## src/rtl/ps2_pkg.sv

```systemverilog
// Shared PS/2 definitions: host transmitter state encoding, error codes,
// common keyboard command bytes and the host-to-device frame builder.
package ps2_pkg;

  typedef logic [2:0] state_t;

  localparam state_t ST_IDLE      = 3'd0;
  localparam state_t ST_INHIBIT   = 3'd1;
  localparam state_t ST_REQ       = 3'd2;
  localparam state_t ST_SEND      = 3'd3;
  localparam state_t ST_WAIT_IDLE = 3'd4;
  localparam state_t ST_FAIL      = 3'd5;

  typedef enum logic [1:0] {
    ERR_NONE    = 2'd0,
    ERR_NACK    = 2'd1,
    ERR_TIMEOUT = 2'd2
  } err_code_t;

  localparam logic [7:0] CMD_SET_LEDS = 8'hED;
  localparam logic [7:0] CMD_RESET    = 8'hFF;
  localparam logic [7:0] CMD_ENABLE   = 8'hF4;
  localparam logic [7:0] ACK_BYTE     = 8'hFA;

  // {stop, odd parity, data[7:0], start}; bit 0 goes on the wire first.
  function automatic logic [10:0] ps2_frame(input logic [7:0] data);
    return {1'b1, ~^data, data, 1'b0};
  endfunction

endpackage

```

## src/rtl/ps2_line_sync.sv

```systemverilog
// Two-flop synchronizer for one PS/2 pin plus falling-edge detect on the
// synchronized value. Also used by the keyboard receiver.
module ps2_line_sync (
  input  logic clk,
  input  logic reset,
  input  logic line_in,
  output logic line_sync,
  output logic line_fall
);

  logic meta_q, meta_d;
  logic sync_q, sync_d;
  logic prev_q, prev_d;

  // prev follows sync every cycle, so a host-side release is never seen as a fall.
  always_comb begin
    meta_d = line_in;
    sync_d = meta_q;
    prev_d = sync_q;
  end

  always_ff @(posedge clk) begin
    if (reset) begin
      meta_q <= 1'b1;
      sync_q <= 1'b1;
      prev_q <= 1'b1;
    end else begin
      meta_q <= meta_d;
      sync_q <= sync_d;
      prev_q <= prev_d;
    end
  end

  assign line_sync = sync_q;
  assign line_fall = prev_q & ~sync_q;

endmodule

```

## src/rtl/ps2_host_tx.sv

```systemverilog
// Host-to-device PS/2 command transmitter driving open-drain pull-low enables.
// Define PS2_TX_RETRY_EN to retry NACK/timeout failures up to MAX_RETRIES times.
module ps2_host_tx
  import ps2_pkg::*;
#(
  parameter int INHIBIT_CYCLES       = 3000,
  parameter int SETUP_CYCLES         = 25,
  parameter int START_TIMEOUT_CYCLES = 375000,
  parameter int XFER_TIMEOUT_CYCLES  = 50000,
  parameter int MAX_RETRIES          = 2
) (
  input  logic       clk,
  input  logic       reset,
  input  logic       tx_valid,
  input  logic [7:0] tx_data,
  output logic       tx_ready,
  output logic       tx_busy,
  output logic       tx_done,
  output logic       tx_err,
  output logic [1:0] err_code,
  input  logic       ps2_clk_in,
  input  logic       ps2_dat_in,
  output logic       ps2_clk_oe,
  output logic       ps2_dat_oe
);

  localparam int MAX_AB  = (INHIBIT_CYCLES > SETUP_CYCLES) ? INHIBIT_CYCLES : SETUP_CYCLES;
  localparam int MAX_CD  = (START_TIMEOUT_CYCLES > XFER_TIMEOUT_CYCLES) ?
                           START_TIMEOUT_CYCLES : XFER_TIMEOUT_CYCLES;
  localparam int CNT_MAX = (MAX_AB > MAX_CD) ? MAX_AB : MAX_CD;
  localparam int CNT_W   = $clog2(CNT_MAX + 1);

  logic clk_sync, clk_fall;
  logic dat_sync, dat_fall_unused;

  ps2_line_sync u_clk_sync (
    .clk       (clk),
    .reset     (reset),
    .line_in   (ps2_clk_in),
    .line_sync (clk_sync),
    .line_fall (clk_fall)
  );

  ps2_line_sync u_dat_sync (
    .clk       (clk),
    .reset     (reset),
    .line_in   (ps2_dat_in),
    .line_sync (dat_sync),
    .line_fall (dat_fall_unused)
  );

  state_t           state_q, state_d;
  logic [10:0]      shift_q, shift_d;
  logic [3:0]       bit_cnt_q, bit_cnt_d;
  logic [CNT_W-1:0] cnt_q, cnt_d;
  err_code_t        err_code_q, err_code_d;
  logic             tx_done_q, tx_done_d;
  logic             clk_oe_q, clk_oe_d;
  logic             dat_oe_q, dat_oe_d;

`ifdef PS2_TX_RETRY_EN
  localparam int RETRY_W = (MAX_RETRIES > 0) ? $clog2(MAX_RETRIES + 1) : 1;
  logic [RETRY_W-1:0] retry_q, retry_d;
  logic [7:0]         data_q, data_d;
`endif

  logic             fail;
  err_code_t        fail_code;
  logic [CNT_W-1:0] timeout_lim;

  always_comb begin
    state_d    = state_q;
    shift_d    = shift_q;
    bit_cnt_d  = bit_cnt_q;
    cnt_d      = cnt_q;
    err_code_d = err_code_q;
    tx_done_d  = 1'b0;
    fail       = 1'b0;
    fail_code  = ERR_NONE;
`ifdef PS2_TX_RETRY_EN
    retry_d    = retry_q;
    data_d     = data_q;
`endif
    // Before the first device fall the long start window applies; after it, the transfer window.
    timeout_lim = (bit_cnt_q == 4'd0) ? CNT_W'(START_TIMEOUT_CYCLES - 1)
                                      : CNT_W'(XFER_TIMEOUT_CYCLES - 1);

    case (state_q)
      ST_IDLE: begin
        if (tx_valid) begin
          state_d    = ST_INHIBIT;
          shift_d    = ps2_frame(tx_data);
          bit_cnt_d  = 4'd0;
          cnt_d      = '0;
          err_code_d = ERR_NONE;
`ifdef PS2_TX_RETRY_EN
          retry_d    = '0;
          data_d     = tx_data;
`endif
        end
      end
      ST_INHIBIT: begin
        if (cnt_q == CNT_W'(INHIBIT_CYCLES - 1)) begin
          state_d = ST_REQ;
          cnt_d   = '0;
        end else begin
          cnt_d = cnt_q + CNT_W'(1);
        end
      end
      ST_REQ: begin
        if (cnt_q == CNT_W'(SETUP_CYCLES - 1)) begin
          state_d = ST_SEND;
          cnt_d   = '0;
        end else begin
          cnt_d = cnt_q + CNT_W'(1);
        end
      end
      ST_SEND: begin
        cnt_d = cnt_q + CNT_W'(1);
        if (cnt_q == timeout_lim) begin
          fail      = 1'b1;
          fail_code = ERR_TIMEOUT;
        end else if (clk_fall) begin
          bit_cnt_d = bit_cnt_q + 4'd1;
          if (bit_cnt_q == 4'd0) begin
            cnt_d = '0;
          end
          if (bit_cnt_q == 4'd10) begin
            if (dat_sync) begin
              fail      = 1'b1;
              fail_code = ERR_NACK;
            end else begin
              state_d = ST_WAIT_IDLE;
            end
          end else begin
            shift_d = {1'b1, shift_q[10:1]};
          end
        end
      end
      ST_WAIT_IDLE: begin
        cnt_d = cnt_q + CNT_W'(1);
        if (cnt_q == timeout_lim) begin
          fail      = 1'b1;
          fail_code = ERR_TIMEOUT;
        end else if (clk_sync && dat_sync) begin
          tx_done_d = 1'b1;
          state_d   = ST_IDLE;
        end
      end
      ST_FAIL: begin
        state_d = ST_IDLE;
      end
      default: begin
        state_d = ST_IDLE;
      end
    endcase

    if (fail) begin
      err_code_d = fail_code;
`ifdef PS2_TX_RETRY_EN
      if (retry_q < RETRY_W'(MAX_RETRIES)) begin
        retry_d   = retry_q + RETRY_W'(1);
        state_d   = ST_INHIBIT;
        cnt_d     = '0;
        bit_cnt_d = 4'd0;
        shift_d   = ps2_frame(data_q);
      end else begin
        state_d = ST_FAIL;
      end
`else
      state_d = ST_FAIL;
`endif
    end

    // Line enables are decoded from the next state so they switch with the state register.
    clk_oe_d = (state_d == ST_INHIBIT) || (state_d == ST_REQ);
    dat_oe_d = (state_d == ST_REQ) || ((state_d == ST_SEND) && !shift_d[0]);
  end

  always_ff @(posedge clk) begin
    if (reset) begin
      state_q    <= ST_IDLE;
      shift_q    <= '1;
      bit_cnt_q  <= 4'd0;
      cnt_q      <= '0;
      err_code_q <= ERR_NONE;
      tx_done_q  <= 1'b0;
      clk_oe_q   <= 1'b0;
      dat_oe_q   <= 1'b0;
`ifdef PS2_TX_RETRY_EN
      retry_q    <= '0;
      data_q     <= 8'h00;
`endif
    end else begin
      state_q    <= state_d;
      shift_q    <= shift_d;
      bit_cnt_q  <= bit_cnt_d;
      cnt_q      <= cnt_d;
      err_code_q <= err_code_d;
      tx_done_q  <= tx_done_d;
      clk_oe_q   <= clk_oe_d;
      dat_oe_q   <= dat_oe_d;
`ifdef PS2_TX_RETRY_EN
      retry_q    <= retry_d;
      data_q     <= data_d;
`endif
    end
  end

  assign tx_ready   = (state_q == ST_IDLE);
  assign tx_busy    = ~tx_ready;
  assign tx_done    = tx_done_q;
  assign tx_err     = (state_q == ST_FAIL);
  assign err_code   = err_code_q;
  assign ps2_clk_oe = clk_oe_q;
  assign ps2_dat_oe = dat_oe_q;

endmodule

```

## config.mk

```make
export PLATFORM = sky130hd
export DESIGN_NAME = ps2_host_tx
export DESIGN_NICKNAME = d
export VERILOG_FILES = /design/src/rtl/ps2_pkg.sv /design/src/rtl/ps2_line_sync.sv /design/src/rtl/ps2_host_tx.sv
export SDC_FILE = /design/constraint.sdc
export NUM_CORES = 1
export LEC_CHECK = 0
export ABC_AREA = 1
export CORE_UTILIZATION = 50
export DETAILED_ROUTE_END_ITERATION = 6
export PLACE_DENSITY = 0.84
export SYNTH_ARGS = -nofsm -noshare
export SYNTH_HDL_FRONTEND = slang
export SYNTH_SLANG_ARGS = --single-unit
```

## constraint.sdc

```tcl
create_clock -name clk -period 1.6 [get_ports clk]
set_input_delay 0.32 -clock clk [delete_from_list [all_inputs] [get_ports clk]]
set_output_delay 0.32 -clock clk [all_outputs]
set_load 0.03 [all_outputs]
```

==> impl_metrics.yaml, run 1 <==
min_path:
  worstHoldPathCells: 1
  hp-class: "reg2reg"
setup_path:
  crit_fanout: 7
  crit_path_start_kind: "flop"
  cp.required_ns: 1.84
  endpoint_kind: "flop"
  path_class: "reg2reg"
  ff2ff_path_depth: 8
  cp.arrival_ns: 2.19
  rrSetupSlack_ns: -0.36
routing:
  drt-pass1-iter-count: 5
  wl_per_cell_um: 19.32
  postRouteWirelength_um: 11150
  ant_nets: 0
  num_vias: 3590
  drc: 0
  viasPerCell: 6.222
  drtIter0Drc: 337
clock_network:
  cts_root_buf: "clkbuf_8"
  insertion_delay_ns: 0.33
  cts.sinks: 47
  path_clk_slew_ns: 0.12
  clockBufferDepth: 2
  tritoncts: "yes"
  ctsHtreeMaxLevel: 2
  numCtsBuffers: 5
  hold_buffers: 0
placement:
  place.gp.congestion: 0.9173
  hpwl_um: 5479
  dp_slack_ns: -0.1930
  numPortBuffers: 20
pwr:
  peakVddDrop_mv: 0.7152
  p_per_area_mw_per_mm2: 603.0
  finalPower_mw: 2.557
  p_leak_nw: 1.885
sta:
  slew_viol_final: 0
  finalCritPeriodShare: 1.222
  hold_violations: 0
  fmax_mhz: 511.3
  slew_headroom: 0.7742
  holdWs_ns: 0.4464
  skew_ns: 0.02154
  tightest_slew_ns: 0.3361
  fin_ws_ns: -0.3556
  finalCriticalPeriod_ns: 1.956
  setup-violations-final: 42
  rsz0062_at_grt: "true"
yosys:
  synth_cells: 416
  synth_largest_area_cell: "dfxtp_1"
  avgSynthCellArea_um2: 6.740
  synth_area_leaders: "dfxtp_1, nand2_1, inv_1"
  syn_nets: 434
  syn_area_mm2: 0.002804
  yosysTopAreaCellShare: 0.3356
  yosysSeqAreaShare: 0.3356
  async_flop_share: 0
  yosysUniqueCellTypes: 33
  synth_edf_count: 0
  ys.flop_type: "dfxtp_1"
  yosys_warnings: 0
  synth-seq-cells: 47
global_routing:
  antenna_found_initial: 0
  grt_pass1_vias: 3111
  grt_max_degree: 22
  grt_pass1_wl_um: 13690
  globalRouteOverflowTotal: 0
  grt.total_usage: 0.2897
floorplanning:
  die_y_um: 76.89
  num_io_pins: 21
  start_util: 0.5354
  num_rows: 26
  die_x_um: 76.89
  core_mm2: 0.005238
  die-area_mm2: 0.005911
cells_and_area:
  antenna_cells: 0
  drive_gt1_frac: 0.4536
  layout.area.seq_um2: 965.9
  multiInputGateArea_mm2: 0.002105
  nets: 524
  area_delta_synth_final_pct: 51.23
  nFillCells: 275
run_status:
  status: "finished with violations"
  violations: "negative setup slack"
job:
  cap_violations: 0
[critical path: stages (launching register included)]
cell and delay, ns:
dfxtp_2 0.36, inv_1 0.16, nand3_1 0.22, inv_2 0.26, o21ai_0 0.18, inv_1 0.22, nand2_8 0.11, o21ai_2 0.12
nor3b_2 0.26
[final timing paths]
kind                                                         to                    startpoint
worst max register to register        bit_cnt_q[3]$_SDFFE_PP0P_         state_q[2]$_SDFF_PP0_
worst min-delay path            u_clk_sync.line_sync$_SDFF_PP1_  u_clk_sync.meta_q$_SDFF_PP1_
worst max-delay path                  bit_cnt_q[3]$_SDFFE_PP0P_         state_q[2]$_SDFF_PP0_
worst min register to register  u_clk_sync.line_sync$_SDFF_PP1_  u_clk_sync.meta_q$_SDFF_PP1_
[layout make-up]
class,instances,area share
clock buffer,5,0.01623
clock inverter,3,0.005311
inverter,56,0.05075
multi-input combinational,306,0.4963
sequential,47,0.2278
tap,70,0.02066
timing repair buffer,90,0.1829
[state kept, by name (all words and copies together), names as in the netlist]
register and flops:
shift_q 11, tx_done 1, err_code 2, u_dat_sync.line_sync 1, ps2_clk_oe 1, ps2_dat_oe 1
u_clk_sync.line_sync 1, state_q 3, cnt_q 19, u_clk_sync.prev_q 1, u_dat_sync.meta_q 1, u_clk_sync.meta_q 1
bit_cnt_q 4
[metal layers]
metal | GRT usage | vias to the layer above | part of all wire
li1 | - | 1513 | -
met1 | 0.3120 | 1676 | 0.35
met2 | 0.5348 | 291 | 0.50
met3 | 0.05119 | 110 | 0.081
met4 | 0.1500 | 0 | 0.068
met5 | 0 | - | 0
[report_power, final]
part / switching (mW) / leakage, nW / internal (mW)
Clock: 0.484 / 0.0485 / 0.315
Sequential: 0.0349 / 0.391 / 1.21
Combinational: 0.303 / 1.44 / 0.213
[through the flow]
| stage | setup TNS, ns | utilization | instances | instance area, um^2 |
|---|---|---|---|---|
| 6_report | -8.255 | 0.8096 | 577 | 4240 |
| 5_1_grt | -11.09 | 0.8096 | 577 | 4240 |
| 4_1_cts | -1.481 | 0.7427 | 570 | 3890 |
| 3_5_place_dp | -4.148 | 0.6765 | 555 | 3543 |
| 3_3_place_gp | -1.795 | 0.6765 | 555 | 3543 |
| 2_1_floorplan | -0.07135 | - | 416 | 2841 |
[Yosys cell counts (all sizes together), types with 2 or more instances]
cell and instances:
nand3 34, a21oi 26, xor2 12, nor2 47
dfxtp 47, inv 56, nor4 2, nand4 14
nor3 13, a31oi 2, ha 5, o21ai 13
buf 5, nand2 120, clkbuf 5, or2 5
xnor2 3, nor3b 2
[cell families (layout without fill, tap and decap cells)]
logic type	count (synthesis)	after routing	share of synthesized area
compound gates	45	45	0.1026
xor+xnor	15	15	0.04686
fa+ha+maj	5	5	0.02231
buf+inv	66	154	0.09594
flops	47	47	0.3356
simple gates	238	241	0.3967
[cell usage in the layout, fill, tap and decap left out, types with 5 or more instances in the layout]
cell             count
nand2_1             86
buf_4               63
inv_1               43
dfxtp_1             33
nor2_1              26
nand2_2             23
a21oi_2             18
nand3_1             17
nand3_2             15
nand4_1             14
nor2_2              12
xor2_1              12
clkdlybuf4s50_1     12
inv_2               11
dfxtp_2             11
nor2_4               9
nand2_4              9
nor3_1               7
buf_6                7
a21oi_1              6
nand2_8              5
o21ai_1              5
or2_2                5
clkbuf_8             5
dlygate4sd2_1        5
[timing repair]
action / CTS / global route
pin swaps: 11 / 34
setup buffers: 4 / 7
gates cloned: 3 / 0
setup endpoints to repair: 46 / 44
resized for setup: 55 / 88
(Power assumes the default switching activity.)
==> inputs of run 2 (changes only) <==
--- a/config.mk
+++ b/config.mk
@@ -6,9 +6,11 @@
 export NUM_CORES = 1
 export LEC_CHECK = 0
 export ABC_AREA = 1
+export CAP_MARGIN = 20
 export CORE_UTILIZATION = 50
 export DETAILED_ROUTE_END_ITERATION = 6
-export PLACE_DENSITY = 0.84
+export PLACE_DENSITY_LB_ADDON = 0.1
+export SKIP_CTS_REPAIR_TIMING = 1
 export SYNTH_ARGS = -nofsm -noshare
 export SYNTH_HDL_FRONTEND = slang
 export SYNTH_SLANG_ARGS = --single-unit
==> run 2 against run 1 <==
  * Sequential share of layout area rose by 0.79 points
  * Non-clock buffer count fell by 12
  * Total power fell by 0.71%
  * Flip-flop and latch count unchanged
  * Clock power up 7.3%
  * Critical path depth rose by 3
  * Global-route usage decreased by 4.2 points
  * Wire length shrank 28%
  * Sequential power about the same
  * Largest power group unchanged
  * The flow still finishes with violations (negative setup slack)
==> impl_metrics.yaml, run 2 (synthesized netlist as in run 1, its figures left out) <==
floorplanning:
  num_io_pins: 21
  core_mm2: 0.005238
  die-area_mm2: 0.005911
  die_x_um: 76.89
  die_y_um: 76.89
  num_rows: 26
  start_util: 0.5354
clock_network:
  path_clk_slew_ns: 0.08
  cts_root_buf: "clkbuf_8"
  cts.sinks: 47
  tritoncts: "yes"
  ctsHtreeMaxLevel: 2
  insertion_delay_ns: 0.30
  clockBufferDepth: 2
  numCtsBuffers: 5
global_routing:
  grt_pass1_wl_um: 11740
  grt_max_degree: 22
  globalRouteOverflowTotal: 0
  antenna_found_initial: 0
  grt_pass1_vias: 2602
  grt.total_usage: 0.2482
cells_and_area:
  reg_top3: "cnt_q: 19 flops, shift_q: 11 flops, bit_cnt_q: 4 flops"
  mostFrequentLayoutCell: "nand2_1"
  utilization: 0.7723
  nets: 511
  drive_gt1_frac: 0.3692
  antenna_cells: 0
  instances_no_fill: 563
  max_flop_register: "cnt_q"
  largest_reg_flops: 19
  mostFrequentLayoutCells: "nand2_1, buf_4, inv_1"
  area_delta_synth_final_pct: 44.27
min_path:
  hp-start: "u_dat_sync.meta_q$_SDFF_PP1_"
  holdPathEnd: "u_dat_sync.line_sync$_SDFF_PP1_"
  hp-class: "reg2reg"
  worstHoldPathCells: 1
placement:
  hpwl_um: 5188
  placedCellCount: 549
  place.gp.congestion: 0.8649
  numPortBuffers: 20
routing:
  drc: 0
  num_vias: 3026
  viasPerCell: 5.375
  drt-pass1-iter-count: 5
  drtIter0Drc: 266
  ant_nets: 0
  wl_per_cell_um: 14.32
  postRouteWirelength_um: 8064
sta:
  slew_viol_final: 0
  skew_ns: 0.005036
  tns_ns: -3.971
  rsz0062_at_grt: "true"
  finalCriticalPeriod_ns: 1.755
  fin_ws_ns: -0.1554
  finalCritPeriodShare: 1.097
  slew_headroom: 0.7472
  holdWs_ns: 0.4119
  hold_violations: 0
  fmax_mhz: 569.7
  tightest_slew_ns: 0.3771
  setup-violations-final: 39
setup_path:
  timing.rr.end: "cnt_q[2]$_SDFFE_PP0P_"
  rrSetupSlack_ns: -0.16
  path_class: "reg2reg"
  crit_slowest_cell: "dfxtp_1"
  ff2ff_path_depth: 11
  crit_fanout: 5
  r2r-start: "cnt_q[18]$_SDFFE_PP0P_"
  cp.required_ns: 1.83
  endpoint_kind: "flop"
  cp_cell_sequence: "nand2_1, inv_1, nand3_1, a21oi_4, nand2_4, nand2_4, nand2_8, buf_12, nand2_8, nand2_1, a21oi_1"
  crit_path_start_kind: "flop"
  cp.arrival_ns: 1.99
  critPathMaxStageDelay_ns: 0.41
pwr:
  combPwrFrac: 0.177
  internal_power_mw: 1.866
  p_sw_uw: 673.5
  seqPwrFrac: 0.486
  p_per_area_mw_per_mm2: 627.7
  p_leak_nw: 1.868
  swShare: 0.2653
  peakVddDrop_mv: 0.5525
  clkPwrFrac: 0.337
job:
  cap_violations: 0
run_status:
  status: "finished with violations"
  violations: "negative setup slack"
==> run 2: layer usage <==
layer,routed length (um),global-route usage,vias to the layer above
li1,-,-,1485
met1,3233,0.3336,1359
met2,3976,0.4045,151
met3,630,0.03929,31
met4,223,0.07885,0
met5,0,0,-
==> run 2: cell type report <==
| cell class | instances | area [um^2] |
|---|---|---|
| Clock buffer | 6 | 72.57 |
| Clock inverter | 1 | 30.03 |
| Fill cell | 374 | 1192 |
| Inverter | 56 | 215.2 |
| Multi-Input combinational cell | 305 | 1968 |
| Sequential cell | 47 | 953.4 |
| Tap cell | 70 | 87.58 |
| Timing Repair Buffer | 78 | 718.2 |
==> run 2: how the worst max path moves through the flow <==
| stage | from | endpoint | slack (ns) | cells past startpoint |
|---|---|---|---|---|
| after global routing | cnt_q[6]$_SDFFE_PP0P_ | cnt_q[16]$_SDFFE_PP0P_ | -0.28 | 7 |
| after floorplan | cnt_q[1]$_SDFFE_PP0P_ | cnt_q[0]$_SDFFE_PP0P_ | -0.02 | 9 |
| after global placement | cnt_q[7]$_SDFFE_PP0P_ | cnt_q[10]$_SDFFE_PP0P_ | -0.14 | 9 |
| final | cnt_q[18]$_SDFFE_PP0P_ | cnt_q[2]$_SDFFE_PP0P_ | -0.16 | 11 |
| after detailed placement | cnt_q[1]$_SDFFE_PP0P_ | ps2_dat_oe$_SDFF_PP0_ | -0.18 | 12 |
| after CTS | bit_cnt_q[1]$_SDFFE_PP0P_ | ps2_dat_oe$_SDFF_PP0_ | -0.23 | 14 |
==> run 2: power groups by stage <==
stage | Clock, mW | Sequential, mW | Combinational (mW)
2_1_floorplan | 0 | 1.26 | 0.206
3_3_place_gp | 0 | 1.26 | 0.355
3_5_place_dp | 0 | 1.26 | 0.359
4_1_cts | 0.870 | 1.23 | 0.360
5_1_grt | 0.910 | 1.24 | 0.484
6_report | 0.856 | 1.23 | 0.449
==> run 2: stage by stage <==
step | power, mW | instance area [um^2] | setup WS, ns
2_1_floorplan | 1.470 | 2841 | -0.02441
3_3_place_gp | 1.612 | 3511 | -0.1351
3_5_place_dp | 1.617 | 3511 | -0.1755
4_1_cts | 2.460 | 3613 | -0.2313
5_1_grt | 2.634 | 4045 | -0.2791
6_report | 2.539 | 4045 | -0.1554
==> run 2: critical path, delay by kind of cell (launching register included) <==
kind,cells,cell delay [ns]
buf+inv,2,0.26
compound gates,2,0.34
simple gates,7,0.68
flops,1,0.41
==> inputs of run 3 (changes only) <==
--- a/config.mk
+++ b/config.mk
@@ -7,6 +7,7 @@
 export LEC_CHECK = 0
 export ABC_AREA = 1
 export CAP_MARGIN = 20
+export CORE_MARGIN = 4
 export CORE_UTILIZATION = 50
 export DETAILED_ROUTE_END_ITERATION = 6
 export PLACE_DENSITY_LB_ADDON = 0.1
==> run 3 against run 2 <==
  * The run still ends with negative setup slack left
  * Non-clock buffer count up 31
  * Critical path depth up 3
  * Clock power up 8.5%
  * Hold slack better by 0.014 ns
==> impl_metrics.yaml, run 3 (synthesized netlist as in run 1, its figures left out) <==
setup_path:
  cp_cell_sequence: "inv_2, ha_4, nand2_4, nor2_4, nor2_2, nand2_1, nand2_2, nand2_4, nand4_1, nand2_1, inv_2, buf_12, nand2_4, o2111ai_2"
  endpoint_kind: "flop"
  cp_common_cell: "nand2_4"
  cp.arrival_ns: 2.06
  critPathMaxStageDelay_ns: 0.34
  crit_fanout: 5
  crit_slowest_cell: "dfxtp_2"
  path_class: "reg2reg"
  cp.required_ns: 1.78
  crit_family: "simple AND/OR/NAND/NOR gates"
  critical_path_buf_inv_count: 3
  crit_path_start_kind: "flop"
cells_and_area:
  nets: 541
  largest_reg_flops: 19
  reg_top3: "cnt_q: 19 flops, shift_q: 11 flops, bit_cnt_q: 4 flops"
  final_cell_area_mm2: 0.004298
  drive_gt1_frac: 0.4256
  max_flop_register: "cnt_q"
  instances_no_fill: 596
  antenna_cells: 0
  area_delta_synth_final_pct: 53.28
  mostFrequentLayoutCells: "nand2_1, buf_4, inv_1"
  mostFrequentLayoutCell: "nand2_1"
sta:
  hold_violations: 0
  fin_ws_ns: -0.2823
  skew_ns: 0.008646
  slew_headroom: 0.7641
  slew_viol_final: 0
  rsz0062_at_grt: "true"
  setup-violations-final: 40
  holdWs_ns: 0.4256
  tns_ns: -5.047
  finalCritPeriodShare: 1.176
  tightest_slew_ns: 0.3519
  fmax_mhz: 531.3
  finalCriticalPeriod_ns: 1.882
routing:
  drc: 0
  drtIter0Drc: 301
  viasPerCell: 5.322
  ant_nets: 0
  drt-pass1-iter-count: 5
  postRouteWirelength_um: 8932
  num_vias: 3172
  wl_per_cell_um: 14.99
clock_network:
  tritoncts: "yes"
  insertion_delay_ns: 0.31
  path_clk_slew_ns: 0.10
  cts_root_buf: "clkbuf_8"
  numCtsBuffers: 5
  ctsHtreeMaxLevel: 2
  cts.sinks: 47
  clockBufferDepth: 2
global_routing:
  globalRouteOverflowTotal: 0
  grt.total_usage: 0.2158
  grt_pass1_vias: 2790
  grt_pass1_wl_um: 12530
  grt_max_degree: 22
  antenna_found_initial: 0
floorplanning:
  num_io_pins: 21
  die_y_um: 82.89
  num_rows: 27
  start_util: 0.5123
  core_mm2: 0.005473
  die-area_mm2: 0.006870
  die_x_um: 82.89
placement:
  postPlaceCellArea_mm2: 0.003641
  place.gp.congestion: 0.9178
  numPortBuffers: 20
  hpwl_um: 5615
  placedCellCount: 568
pwr:
  p_leak_nw: 2.020
  p_sw_uw: 760.9
  p_per_area_mw_per_mm2: 622.8
  peakVddDrop_mv: 0.5276
  finalPower_mw: 2.677
  combPwrFrac: 0.188
  seqPwrFrac: 0.465
  internal_power_mw: 1.916
  clkPwrFrac: 0.347
  swShare: 0.2843
min_path:
  hp-class: "reg2reg"
job:
  cap_violations: 0
run_status:
  status: "finished with violations"
  violations: "negative setup slack"
[run 3: cell types whose count changed in the layout (fill, tap and decap cells not counted), moves of 3 or more]
cell and change:
nand2_8 -3, nand2_2 +4, buf_4 +33, nand2_4 +7
nand2_1 -9
[run 3: final timing paths]
check / from / end / slack, ns / cells past startpoint
worst max-delay path: bit_cnt_q[1]$_SDFFE_PP0P_ / shift_q[9]$_SDFFE_PP1P_ / -0.28 / 14
worst min-delay path: u_dat_sync.meta_q$_SDFF_PP1_ / u_dat_sync.line_sync$_SDFF_PP1_ / 0.43 / 1
worst max register to register: bit_cnt_q[1]$_SDFFE_PP0P_ / shift_q[9]$_SDFFE_PP1P_ / -0.28 / 14
worst min register to register: u_dat_sync.meta_q$_SDFF_PP1_ / u_dat_sync.line_sync$_SDFF_PP1_ / 0.43 / 1
[run 3: per-stage QoR]
stage / setup slack, ns / utilization
final: -0.2823 / 0.7853
after global routing: -0.3622 / 0.7853
after CTS: -0.1908 / 0.6866
after detailed placement: -0.1726 / 0.6653
after global placement: -0.1693 / 0.6653
after floorplan: -0.02441 / -
[run 3: layer usage]
| metal | global-route usage | part of all wire | vias to the layer above |
|---|---|---|---|
| li1 | - | - | 1547 |
| met1 | 0.2930 | 0.44 | 1491 |
| met2 | 0.3637 | 0.49 | 114 |
| met3 | 0.02778 | 0.049 | 20 |
| met4 | 0.05052 | 0.026 | 0 |
| met5 | 0 | 0 | - |
[run 3: cell type report]
cell class / count / area (um^2)
clock buffers: 5 / 68.82
well taps: 72 / 90.09
repair buffers: 109 / 948.4
flip-flops and latches: 47 / 959.7
clock inverters: 3 / 47.55
fillers: 365 / 1175
multi-input cells: 304 / 1971
inverters: 56 / 212.7
[run 3: power groups by stage]
stage | clock [mW] | sequential, mW | combinational (mW)
floorplan | 0 | 1.26 | 0.206
global placement | 0 | 1.26 | 0.365
detailed placement | 0 | 1.26 | 0.371
CTS | 0.935 | 1.23 | 0.374
global route | 0.982 | 1.25 | 0.538
finish | 0.929 | 1.24 | 0.504
